**src/rtl/reg_file.sv**
```systemverilog
// 32x32 register file with two combinational read ports, one write port, and a
// registered last-write record plus write counter that feed the downstream bypass stage.
// Optional feature: define REGFILE_WRITE_BYPASS_EN for same-cycle write-through reads.
module reg_file (
    input  logic        CLK,
    input  logic        RESET,
    input  logic [4:0]  ReadRegister1,
    input  logic [4:0]  ReadRegister2,
    output logic [31:0] RegisterData1,
    output logic [31:0] RegisterData2,
    input  logic [4:0]  WriteRegister,
    input  logic [31:0] WriteData,
    input  logic        WriteEnable,
    input  logic        Stall,
    output logic [4:0]  LastWriteRegister,
    output logic [31:0] LastWriteData,
    output logic        LastWriteValid,
    output logic [15:0] WriteCount
);

    logic [31:0] mem_q [32];
    logic        eff_wr_s;
    logic        last_valid_q, last_valid_d;
    logic [4:0]  last_reg_q, last_reg_d;
    logic [31:0] last_data_q, last_data_d;
    logic [15:0] count_q, count_d;
    logic [31:0] rd1_s, rd2_s;

    // Writes to entry 0 and writes under reset never count as effective
    always_comb begin
        eff_wr_s = 1'b0;
        if (RESET && WriteEnable && (WriteRegister != 5'd0)) begin
            eff_wr_s = 1'b1;
        end else begin
            eff_wr_s = 1'b0;
        end
    end

    // Read port 1 (entry 0 hardwired to zero)
    always_comb begin
        rd1_s = 32'd0;
        if (ReadRegister1 == 5'd0) begin
            rd1_s = 32'd0;
`ifdef REGFILE_WRITE_BYPASS_EN
        end else if (eff_wr_s && (WriteRegister == ReadRegister1)) begin
            rd1_s = WriteData;
`endif
        end else begin
            rd1_s = mem_q[ReadRegister1];
        end
    end

    // Read port 2 (entry 0 hardwired to zero)
    always_comb begin
        rd2_s = 32'd0;
        if (ReadRegister2 == 5'd0) begin
            rd2_s = 32'd0;
`ifdef REGFILE_WRITE_BYPASS_EN
        end else if (eff_wr_s && (WriteRegister == ReadRegister2)) begin
            rd2_s = WriteData;
`endif
        end else begin
            rd2_s = mem_q[ReadRegister2];
        end
    end

    // Last-write record and counter advance only on unstalled edges
    always_comb begin
        last_valid_d = last_valid_q;
        last_reg_d   = last_reg_q;
        last_data_d  = last_data_q;
        count_d      = count_q;
        if (!Stall) begin
            last_valid_d = eff_wr_s;
            if (eff_wr_s) begin
                last_reg_d  = WriteRegister;
                last_data_d = WriteData;
                count_d     = count_q + 16'd1;
            end else begin
                last_reg_d  = last_reg_q;
                last_data_d = last_data_q;
                count_d     = count_q;
            end
        end else begin
            last_valid_d = last_valid_q;
        end
    end

    // State update; reset wins over any write or stall presented on the same edge
    always_ff @(posedge CLK) begin
        if (!RESET) begin
            for (int i = 0; i < 32; i++) begin
                mem_q[i] <= 32'd0;
            end
            last_valid_q <= 1'b0;
            last_reg_q   <= 5'd0;
            last_data_q  <= 32'd0;
            count_q      <= 16'd0;
        end else begin
            if (eff_wr_s) begin
                mem_q[WriteRegister] <= WriteData;
            end
            last_valid_q <= last_valid_d;
            last_reg_q   <= last_reg_d;
            last_data_q  <= last_data_d;
            count_q      <= count_d;
        end
    end

    assign RegisterData1     = rd1_s;
    assign RegisterData2     = rd2_s;
    assign LastWriteValid    = last_valid_q;
    assign LastWriteRegister = last_reg_q;
    assign LastWriteData     = last_data_q;
    assign WriteCount        = count_q;

endmodule

```
**config.mk**
```make
export PLATFORM = sky130hd
export DESIGN_NAME = reg_file
export DESIGN_NICKNAME = d
export VERILOG_FILES = /design/src/rtl/reg_file.sv
export SDC_FILE = /design/constraint.sdc
export NUM_CORES = 2
export LEC_CHECK = 0
export ABC_CLOCK_PERIOD_IN_PS = 6300
export CAP_MARGIN = 15
export CORE_MARGIN = 2
export CORE_UTILIZATION = 37
export CTS_CLUSTER_SIZE = 12
export DETAILED_ROUTE_END_ITERATION = 16
export HOLD_SLACK_MARGIN = 0.03
export PLACE_DENSITY = 0.6
export SETUP_SLACK_MARGIN = 0.5
export SYNTH_ARGS = -nofsm -noshare
export SYNTH_HDL_FRONTEND = slang
export SYNTH_SLANG_ARGS = --single-unit
export TNS_END_PERCENT = 5
```
**constraint.sdc**
```tcl
create_clock -name CLK -period 6.3 [get_ports CLK]
set_clock_uncertainty 0.2 [all_clocks]
set_input_delay 1.89 -clock CLK [delete_from_list [all_inputs] [get_ports CLK]]
set_output_delay 1.89 -clock CLK [all_outputs]
set_load 0.01 [all_outputs]
```
Word level (Yosys, flattened, before mapping) --
Memories as Yosys holds them, arrays and structs flattened. Cells that the tools add are included.
Operators by class: $add $sub $neg 1, $mul 0, divide/modulo/power cells 0, order comparisons 0, equal/unequal tests 0, shifts and indexed selects 0, mux-type cells 10, bitwise operators 1, reduce and logical (&&, ||, !) cells 7
Operator list (number):
- 2-to-1 mux 32 bit | 3
- OR reduction 32 bit | 1
- adder 16 x 1 -> 16 bit (second input constant) | 1
- logical NOT 5 bit | 2
- 2-to-1 mux 1 bit | 6
- 2-to-1 mux 5 bit | 1
- nonzero test 5 bit | 1
- logical AND 1 bit | 2
- AND reduction 2 bit | 1
- inverter 1 bit | 1
Storage, ports and cells: register bits 54, latch bits 0, RAM bits 1024, ROM bits 0, output and inout bits 118, word-level logic and storage cells 24, memories kept 1
Memories:
- mem_q | depth 32, bits a word 32, rd ports 2, clocked after memory_dff 0, write ports 32, line 21 | logic [31:0] mem_q [32];

Longest topological paths before layout --
word-level depth 8, mapped depth 8, mapped depth without buffers 5

Worst setup path before layout --
OpenSTA, ideal clock, no wires.
path type input to register, from input port WriteRegister[4], to memory mem_q[4][0] (enable), data arrival time 4.972 ns, required time 5.634 ns, path slack 0.663 ns, stages on the path 4, path buffers 2, path through buf_2 -> or3b_2 -> clkbuf_1 -> o21ai_0
RTL lines:
- start, declared | line 11 | input logic [4:0] WriteRegister,
- end, declared | line 21

Worst setup path in the final report --
from input port ReadRegister2[0], to output port RegisterData2[12]
On the way: longest elaborated chain between the ends 2, elaborated cells between the ends (all ways) 3, those cells by class 1 x mux; 1 x reduce/logical; 1 x memory
RTL lines:
- start, declared | line 8 | input logic [4:0] ReadRegister2,
- memory read (32 x 32 bit) / logical NOT 5 bit (equally long branches)
- 2-to-1 mux 32 bit * | line 56 | if (ReadRegister2 == 5'd0) begin
- end, declared | line 10 | output logic [31:0] RegisterData2,
Every way passes the cells marked *; elsewhere a longest branch is shown, timed or not.

==> impl_metrics.toml <==
[sta]
rsz0062_at_grt = "true"
final.period_utilization_pct = 94.4
hold_violations = 0
worstMarginPinSlew_ns = 1.19
timing.final.max_slew_violations = 0
min_period_ns = 5.95
fmax_mhz = 168
final.setup.worst_slack_ns = 0.350
setup_viol = 0
relSlewSlack_pct = 20.3

[yosys]
synth_top_cell_by_area = "edfxtp_1"
synth_cell_types = 48
yosys.area.top_type_share_pct = 53.9
ys_ff_latch = 1078
synth-async-reset-ratio_pct = 0
synth_edf_count = 1024
synthesis.instances = 4063
syn_avg_cell_area_um2 = 14.0
synth_ff_type = "edfxtp_1"
ys_seq_area_share_pct = 55.8
yosysWarnings = 0
synth.cell_area_um2 = 57100
synth_area_leaders = "edfxtp_1, mux4_2, and2_1"

[critical_path]
critical_path_depth = 8
cp_slowest_cell = "mux4_1"
path_common_cell = "buf_16"
worst-path-buf-inv = 4
startpoint_type = "input port"
end_kind = "output port"
path_cells = "buf_16 > buf_16 > mux4_1 > mux2_4 > a221oi_4 > a211oi_2 > buf_4 > buf_2"
path_class = "in2out"
crit_family = "multiplexers"
cp.arrival_ns = 3.86
worstPathMaxFanout = 8
required_ns = 4.21
slowest_delay_ns = 0.55
rr_worst_depth = 5

[clock_tree]
holdBufCountCts = 0
insertion_delay_ns = 0.75
cts_tree = "built"
clockBufferDepth = 3
root_buffer = "clkbuf_16"
clk_pin_slew_worst_paths_ns = 0.07
cts_sinks = 1078
cts_buffers = 116
h-tree-depth = 3

[routing]
vias = 39518
drtIter0Drc = 5186
routedWlPerCell_um = 31.7
route.detailed.drc = 0
wl_um = 211000
viasPerCell = 5.93
firstDrtPassIters = 6
ant_nets = 0

[die]
start_util_pct = 37.2
die_area_um2 = 157000
io_pins = 169
die_w_um = 397
rows = 144
die_h_um = 397
core_area_um2 = 154000

[final_layout]
final_nets = 4582
postLayoutCoreUtil_pct = 46.7
area_delta_synth_final_pct = 25.5
drive_gt1_share_pct = 30.6
final_area_um2 = 71600

[global_routing]
grt_first_pass_wirelength_um = 299000
antenna_found_initial = 10
grt_max_degree = 38
overflow = 0
grt_pass1_vias = 39360
track_usage_pct = 26.6

[place]
dp_hpwl_um = 131000
place_congestion = 0.889
dpl-instance-area_um2 = 64400
io_buffers = 168
pre_cts_slack_ns = -0.682

[power_and_ir_drop]
power_w = 0.0179
leakage_nw = 25.8
power_density_nw_per_um2 = 250
irDropWorstVdd_mv = 0.219

[outcome]
status = "complete, no violations"

[hold_path]
hold_path_depth = 2
worstHoldPathType = "reg2reg"

[run]
drv_cap = 0
stage by stage:
stage	std cells	hold WS, ns	setup TNS [ns]
detailed placement	6326	0.250	-16.99
finish	6665	0.256	0
CTS	6654	0.258	0
global route	6665	0.268	0
global placement	6326	0.242	-16.32
floorplan	4094	0.281	0
path summary, 6_finish.rpt:
kind	from	slack, ns	to
max	ReadRegister2[0]	0.35	RegisterData2[12]
min reg2reg	LastWriteData[5]	0.26	LastWriteData[5]
max reg2reg	WriteCount[0]	4.36	WriteCount[4]
min	LastWriteData[5]	0.26	LastWriteData[5]
cells in the final DEF, fill, tap and decap left out, types with 38 or more instances in the layout:
master           count
o221ai_1            47
a22oi_1             50
clkbuf_16          121
mux2_2              41
dfxtp_1             54
edfxtp_1          1024
nand2_1            194
buf_12              98
mux2i_1            325
mux4_2             309
buf_4              396
buf_16              38
mux4_1              43
and2_1             992
clkdlybuf4s50_1     93
a21oi_1             72
layer usage:
layer  wire (um)  track usage [%]
met1       82800             36.1
met2       97600             42.1
met3       23300             5.74
met4        7830             9.19
met5          13                0
Yosys cell counts, drive strengths merged (36+ instances only):
| master | count |
|---|---|
| o21ai | 77 |
| a221oi | 44 |
| clkbuf | 317 |
| and2 | 994 |
| nor2 | 42 |
| buf | 119 |
| nand4 | 36 |
| mux2 | 64 |
| a21oi | 80 |
| mux2i | 325 |
| o221ai | 64 |
| mux4 | 352 |
| a211oi | 64 |
| nor2b | 37 |
| dfxtp | 54 |
| edfxtp | 1024 |
| nand2 | 194 |
| a22oi | 64 |
power breakdown:
group | leakage, nW | internal [W] | switching (W)
clock network | 1.79 | 0.00382 | 0.00295
logic | 13.8 | 0.00125 | 0.00149
registers | 10.2 | 0.00823 | 0.000208
total | 25.8 | 0.0133 | 0.00465
registers in the layout, indices dropped and copies added, names as in the netlist:
name	cells
LastWriteValid	1
WriteCount	16
mem_q	1024
LastWriteData	32
LastWriteRegister	5
worst reg2reg max path, cell delays in order, from the launching register on:
cell       delay (ns)
dfxtp_1          0.41
ha_1             0.19
nand2_1          0.22
a2111oi_0        0.55
xnor2_1          0.19
nor2_1           0.06
logic make-up (layout without fill, tap and decap cells):
family                     after synthesis  after routing  share of synthesized area [%]
buffers and inverters                  443            969                           3.54
xor gates and xnor gates                 2              2                         0.0307
adders and majority gates                1              1                         0.0219
other                                    1             33                        0.00657
and+or+nand+nor                       1344           1344                           13.8
DFF                                   1078           1078                           55.8
muxes                                  741            741                           21.2
AOI/OAI and AO/OA                      453            453                           5.63
cell type report:
cell class                 count  area, um2
timing repair buffer         754       8530
clock buffer                 156       3160
tap                         2044       2560
sequential                  1078      31800
inverter                       7       30.0
multi-input combinational   2573      25000
antenna                        1       2.50
clock inverter                52        485
fill                       13269      81900
what timing repair did:
item	in CTS	in global routing
gates cloned	30	0
setup buffers	90	1
resized for setup	613	11
pin swaps	66	3
setup endpoints to repair	64	64
Note: power is estimated with default switching activity, not from simulation.
